## src/rtl/muldiv_unit.sv

```systemverilog
// rtl/muldiv_unit.sv - multi-cycle MULT/MULTU/DIV/DIVU engine producing {HI,LO}
// Optional build macro: DIV_ZERO_FAST_EN (divide-by-zero finishes one cycle after accept).
module muldiv_unit #(
  parameter int unsigned MUL_CYCLES = 1,
  parameter logic [4:0]  ALU_MULT   = 5'b11000,
  parameter logic [4:0]  ALU_MULTU  = 5'b11001,
  parameter logic [4:0]  ALU_DIV    = 5'b11010,
  parameter logic [4:0]  ALU_DIVU   = 5'b11011
) (
  input  logic        clk,
  input  logic        rst,
  input  logic [4:0]  alucontrol,
  input  logic        start,
  input  logic        flush,
  input  logic [31:0] a,
  input  logic [31:0] b,
  output logic        stall,
  output logic        done,
  output logic [63:0] result
);

  typedef enum logic [1:0] {S_IDLE, S_MUL, S_DIV, S_DONE} state_t;

  localparam logic [4:0] MUL_LAST = 5'(MUL_CYCLES - 1);
  localparam logic [4:0] DIV_LAST = 5'd31;

  state_t      state_q, state_d;
  logic [4:0]  cnt_q, cnt_d;
  logic        sgn_q, sgn_d;
  logic        negq_q, negq_d;
  logic        negr_q, negr_d;
  logic [31:0] opa_q, opa_d;
  logic [31:0] opb_q, opb_d;
  logic [31:0] quo_q, quo_d;
  logic [31:0] rem_q, rem_d;
  logic [63:0] result_q, result_d;

  logic        is_mul_op, is_div_op, signed_op, accept, finish;
  logic [31:0] abs_a, abs_b;
  logic [63:0] mul_x, mul_y, product;
  logic [32:0] rem_sh;
  logic        q_bit;
  logic [31:0] rem_nx, quo_nx;

  // Apply the sign correction to an unsigned quotient/remainder pair.
  function automatic logic [63:0] div_fix(input logic [31:0] q, input logic [31:0] r,
                                          input logic nq, input logic nr);
    logic [31:0] qf, rf;
    qf = nq ? (32'd0 - q) : q;
    rf = nr ? (32'd0 - r) : r;
    return {rf, qf};
  endfunction

  assign is_mul_op = (alucontrol == ALU_MULT) || (alucontrol == ALU_MULTU);
  assign is_div_op = (alucontrol == ALU_DIV)  || (alucontrol == ALU_DIVU);
  assign signed_op = (alucontrol == ALU_MULT) || (alucontrol == ALU_DIV);
  assign accept    = (state_q == S_IDLE) && start && (is_mul_op || is_div_op) && !flush;

  assign abs_a = (signed_op && a[31]) ? (32'd0 - a) : a;
  assign abs_b = (signed_op && b[31]) ? (32'd0 - b) : b;

  // Low 64 bits of the product of sign/zero-extended operands is the exact 64-bit product.
  assign mul_x   = {{32{sgn_q & opa_q[31]}}, opa_q};
  assign mul_y   = {{32{sgn_q & opb_q[31]}}, opb_q};
  assign product = mul_x * mul_y;

  // One restoring step: dividend bits shift out of quo_q's top as quotient bits shift in.
  assign rem_sh = {rem_q, quo_q[31]};
  assign q_bit  = rem_sh >= {1'b0, opb_q};
  assign rem_nx = q_bit ? (rem_sh[31:0] - opb_q) : rem_sh[31:0];
  assign quo_nx = {quo_q[30:0], q_bit};

`ifdef DIV_ZERO_FAST_EN
  logic [63:0] fast_res;
  assign fast_res = div_fix(32'hFFFF_FFFF, abs_a, signed_op & (a[31] ^ b[31]), signed_op & a[31]);
`endif

  // FSM next state, stall/done outputs and the result-load strobe
  always_comb begin
    state_d = state_q;
    stall   = 1'b0;
    done    = 1'b0;
    finish  = 1'b0;
    case (state_q)
      S_IDLE: begin
        if (accept) begin
          stall = 1'b1;
          if (is_mul_op) begin
            state_d = S_MUL;
`ifdef DIV_ZERO_FAST_EN
          end else if (b == 32'd0) begin
            state_d = S_DONE;
            finish  = 1'b1;
`endif
          end else begin
            state_d = S_DIV;
          end
        end
      end
      S_MUL: begin
        stall = 1'b1;
        if (cnt_q == MUL_LAST) begin
          state_d = S_DONE;
          finish  = 1'b1;
        end
      end
      S_DIV: begin
        stall = 1'b1;
        if (cnt_q == DIV_LAST) begin
          state_d = S_DONE;
          finish  = 1'b1;
        end
      end
      S_DONE: begin
        done    = 1'b1;
        state_d = S_IDLE;
      end
      default: state_d = S_IDLE;
    endcase
    // Flush kills whatever is in flight: no result load, no done pulse.
    if (flush) begin
      state_d = S_IDLE;
      finish  = 1'b0;
      done    = 1'b0;
    end
  end

  // Operand capture, divide iteration and result load
  always_comb begin
    cnt_d    = cnt_q;
    sgn_d    = sgn_q;
    negq_d   = negq_q;
    negr_d   = negr_q;
    opa_d    = opa_q;
    opb_d    = opb_q;
    quo_d    = quo_q;
    rem_d    = rem_q;
    result_d = result_q;
    if (accept) begin
      cnt_d  = 5'd0;
      sgn_d  = signed_op;
      negq_d = signed_op & (a[31] ^ b[31]);
      negr_d = signed_op & a[31];
      opa_d  = a;
      opb_d  = is_div_op ? abs_b : b;
      quo_d  = abs_a;
      rem_d  = 32'd0;
    end else if (state_q == S_MUL || state_q == S_DIV) begin
      cnt_d = cnt_q + 5'd1;
      if (state_q == S_DIV) begin
        quo_d = quo_nx;
        rem_d = rem_nx;
      end
    end
    if (finish) begin
      case (state_q)
        S_MUL:   result_d = product;
        S_DIV:   result_d = div_fix(quo_nx, rem_nx, negq_q, negr_q);
`ifdef DIV_ZERO_FAST_EN
        S_IDLE:  result_d = fast_res;
`endif
        default: result_d = result_q;
      endcase
    end
  end

  // State and datapath registers with synchronous reset
  always_ff @(posedge clk) begin
    if (rst) begin
      state_q  <= S_IDLE;
      cnt_q    <= 5'd0;
      sgn_q    <= 1'b0;
      negq_q   <= 1'b0;
      negr_q   <= 1'b0;
      opa_q    <= 32'd0;
      opb_q    <= 32'd0;
      quo_q    <= 32'd0;
      rem_q    <= 32'd0;
      result_q <= 64'd0;
    end else begin
      state_q  <= state_d;
      cnt_q    <= cnt_d;
      sgn_q    <= sgn_d;
      negq_q   <= negq_d;
      negr_q   <= negr_d;
      opa_q    <= opa_d;
      opb_q    <= opb_d;
      quo_q    <= quo_d;
      rem_q    <= rem_d;
      result_q <= result_d;
    end
  end

  assign result = result_q;

endmodule

```

## config.mk

```make
export PLATFORM = sky130hd
export DESIGN_NAME = muldiv_unit
export DESIGN_NICKNAME = d
export VERILOG_FILES = /design/src/rtl/muldiv_unit.sv
export SDC_FILE = /design/constraint.sdc
export NUM_CORES = 2
export LEC_CHECK = 0
export CORE_MARGIN = 2
export CORE_UTILIZATION = 28
export DETAILED_ROUTE_END_ITERATION = 10
export GPL_ROUTABILITY_DRIVEN = 0
export PLACE_DENSITY_LB_ADDON = 0.08
export RECOVER_POWER = 25
export SYNTH_ARGS = -nofsm -noshare
export SYNTH_HDL_FRONTEND = slang
export SYNTH_SLANG_ARGS = --single-unit
export TNS_END_PERCENT = 20
```

## constraint.sdc

```tcl
create_clock -name clk -period 9.5 [get_ports clk]
set_clock_uncertainty 0.15 [all_clocks]
set_input_delay 0.95 -clock clk [delete_from_list [all_inputs] [get_ports clk]]
set_output_delay 0.95 -clock clk [all_outputs]
set_load 0.01 [all_outputs]
```

==> impl_metrics.tcl <==
set metrics [dict create \
    utilization_pct 31.1 \
    placed_area_um2 55900 \
    critPathMaxFanout 23 \
    critPathKind "register to register" \
    detailedPlacementHpwl_um 159000 \
    syn_inst 6021 \
    buffer_type_at_the_clock_tree_root "sky130_fd_sc_hd__clkbuf_16" \
    cp-end-kind "register" \
    num_rows 157 \
    design_area_um2 57000 \
    crit_required_ns 9.85 \
    die-area_um2 188000 \
    detail_route.drc_violations 0 \
    die_width_um 433 \
    num-fill-cells 19800 \
    timing.final.crit_period_ns 9.07 \
    synth-edff-count 0 \
    first_pass_iters 6 \
    viasPerCell 4.74 \
    highest_cell_delay_on_the_worst_timing_path_ns 0.68 \
    clkSlewWorstSetupHoldPaths_ns 0.06 \
    cellPowerDensity_nw_per_um2 57.8 \
    cts-buffers-inserted 30 \
    cts-root-to-sink-buffers 3 \
    routed_wl_um 189000 \
    clock_insertion_delay_worst_skew_ns 0.64 \
    fmax_mhz 110 \
    area_delta_synth_final_pct 10.5 \
    min-delay-path-class "register to register" \
    drt_iter0_markers 2293 \
    wl_per_cell_um 22.4 \
    core_area_um2 183000 \
    layout-drive-gt1-share_pct 4.72 \
    violations "capacitance limit, slew limit" \
    hold_violations 0 \
    fin_setup_tns_ns 0 \
    period_share_pct 95.5 \
    startpoint_type "register" \
    power.ir.vdd_worst_v 0.000154 \
    initial_utilization_pct 28.1 \
    worst_slack_ns 0.429 \
    ys_ff_latch 202 \
    finalNetCount 7431 \
    io_buffers 138 \
    grt_pass1_wl_um 287000 \
    async_reset_ff_share_pct 0 \
    syn_nets 7477 \
    numClockSinks 202 \
    report.final.setup_viol 0 \
    static-leakage-power_nw 26.3 \
    h-tree-depth 1 \
    crit_path_frequent_cell "sky130_fd_sc_hd__fa_1" \
    post-place-ws_ns 0.426 \
    design.portCount 139 \
    cts_tree "done" \
    final.hold.worst_slack_ns 0.304 \
    yosys_warnings 0 \
    synthFlopType "sky130_fd_sc_hd__dfxtp_1" \
    grt_max_degree 79 \
    rsz0062_at_grt "no" \
    synth_seq_area_share_pct 7.85 \
    tightestPinTransition_ns 1.90 \
    max_cap_viol_count 1 \
    arrival_ns 9.43 \
    grt.total_usage_pct 20.5 \
    total_vias_in_the_final_route 40100 \
    floorplan.die.height_um 433 \
    synth_cell_types 92 \
    globalRouteOverflowTotal 0 \
    syn-mean-instance-area_um2 8.56 \
    slew_headroom_pct -26.9 \
    outcome "finished with violations" \
    grt_pass1_vias 43300 \
    number_of_antenna_violations_at_the_first_check_in_global_routing 6 \
    max_slew_violations 50 \
    syn-cell-area_um2 51500 \
    crit_slowest_cell "sky130_fd_sc_hd__dfxtp_1" \
    ant_nets 0 \
]
## cells in the final DEF, fill, tap and decap left out, types with 11 or more instances in the layout
master,count
sky130_fd_sc_hd__a211oi_1,85
sky130_fd_sc_hd__nand3_1,62
sky130_fd_sc_hd__dlygate4sd3_1,50
sky130_fd_sc_hd__clkdlybuf4s50_1,87
sky130_fd_sc_hd__nor2_1,286
sky130_fd_sc_hd__dfxtp_2,11
sky130_fd_sc_hd__or2_2,13
sky130_fd_sc_hd__o31ai_1,24
sky130_fd_sc_hd__xnor2_1,118
sky130_fd_sc_hd__o21ai_0,120
sky130_fd_sc_hd__o21a_1,17
sky130_fd_sc_hd__clkbuf_16,31
sky130_fd_sc_hd__and3_1,28
sky130_fd_sc_hd__nand2_1,943
sky130_fd_sc_hd__and2_1,365
sky130_fd_sc_hd__inv_1,1185
sky130_fd_sc_hd__a31oi_1,29
sky130_fd_sc_hd__nor3_1,69
sky130_fd_sc_hd__dfxtp_1,191
sky130_fd_sc_hd__a311oi_1,41
sky130_fd_sc_hd__o41ai_1,14
sky130_fd_sc_hd__a21oi_1,200
sky130_fd_sc_hd__nand2b_1,17
sky130_fd_sc_hd__xor2_1,75
sky130_fd_sc_hd__nor4_1,17
sky130_fd_sc_hd__a21o_1,61
sky130_fd_sc_hd__nand4_1,33
sky130_fd_sc_hd__ha_1,256
sky130_fd_sc_hd__mux2i_1,37
sky130_fd_sc_hd__o21bai_1,11
sky130_fd_sc_hd__o211ai_1,18
sky130_fd_sc_hd__or3_1,26
sky130_fd_sc_hd__buf_4,150
sky130_fd_sc_hd__mux2_2,11
sky130_fd_sc_hd__fa_1,1126
## report_power, final
| group | internal, mW | total [mW] | switching [mW] |
|---|---|---|---|
| Sequential | 0.859 | 0.892 | 0.0326 |
| Clock | 0.716 | 1.25 | 0.532 |
| Combinational | 0.386 | 1.15 | 0.766 |
| Total | 1.96 | 3.29 | 1.33 |
## path summary, 6_finish.rpt
check                                 from    endpoint  slack, ns  depth (start not counted)
worst max register to register   opa_q[20]  result[62]       0.43                         26
worst min-delay path            result[43]  result[43]       0.30                          2
worst max-delay path             opa_q[20]  result[62]       0.43                         26
worst min register to register  result[43]  result[43]       0.30                          2
## per-layer routing
layer / track usage [%] / wire length, um / vias up / share of wire, %
met4: 4.93 / 5220 / 2 / 2.8
li1: - / - / 18300 / -
met3: 1.21 / 4460 / 144 / 2.4
met1: 25.3 / 77000 / 21100 / 41
met2: 38.8 / 103000 / 560 / 54
met5: 0 / 12 / - / 0.0063
## repair_timing
action	CTS	global route
gates resized for setup	0	7
buffers inserted	0	0
endpoints found under the setup margin	0	3
hold endpoints to repair	0	0
hold buffers	0	0
## logic make-up after synthesis
group | synth area share [%]
buf+inv | 11.5
compound gates | 9.33
fa+ha+maj | 50.0
mux | 1.03
xor+xnor | 3.28
simple gates | 17.1
flops | 7.85
## final cells by class
type / instances / area, um^2 / share of cell area, %
diodes: 3 / 7.51 / 0.0132
clock buffers: 37 / 848 / 1.49
clock inverters: 18 / 195 / 0.343
inverters: 1189 / 4470 / 7.84
multi-input cells: 4255 / 41600 / 73.1
flip-flops and latches: 202 / 4060 / 7.12
well taps: 2464 / 3080 / 5.41
repair buffers: 297 / 2690 / 4.72
## synthesized netlist by cell type (all sizes together) (7+ instances only)
cell type     n  area, um^2
a211oi       86         651
fa         1126       22500
or2          14        87.6
a21o         61         458
clkbuf      351        1320
xnor2       118        1030
a41oi         7        61.3
nor2        287        1080
o41ai        14         123
dfxtp       202        4040
ha          257        3220
nor2b         7        43.8
buf          24         130
nand2b       17         106
inv        1186        4450
a21oi       203        1030
o211ai       20         160
mux2         11         124
xor2         75         657
nor3b         7        57.6
and3         28         175
a21boi        7        52.6
nand3b        8        60.1
a31oi        30         188
or3          26         163
nor4         19         140
o31ai        24         180
nor3         70         350
o21bai       11        82.6
a211o        10        87.6
o21a         17         128
and2        368        2300
o21ai       122         614
nand3        63         320
nand2       944        3540
nand4        33         206
mux2i        39         407
a311oi       41         359
## stage by stage
stage | power [mW] | std cells
floorplan | 1.65 | 6021
global placement | 2.06 | 8407
detailed placement | 2.05 | 8407
CTS | 3.32 | 8462
global route | 3.44 | 8464
finish | 3.29 | 8465
## flip-flops by register name, indices dropped and copies added (netlist names)
| name | count |
|---|---|
| negr_q | 1 |
| result | 64 |
| opb_q | 32 |
| rem_q | 32 |
| quo_q | 32 |
| state_q | 2 |
| negq_q | 1 |
| opa_q | 32 |
| cnt_q | 5 |
| sgn_q | 1 |
## worst max-delay path: cells and delay by family (launching register included)
kind	cells	cell delay, ns
buf+inv	6	0.70
xor+xnor	1	0.16
fa+ha+maj	9	4.63
flops	1	0.68
simple gates	3	0.45
compound gates	7	2.14
Note: power is estimated with default switching activity, not from simulation.
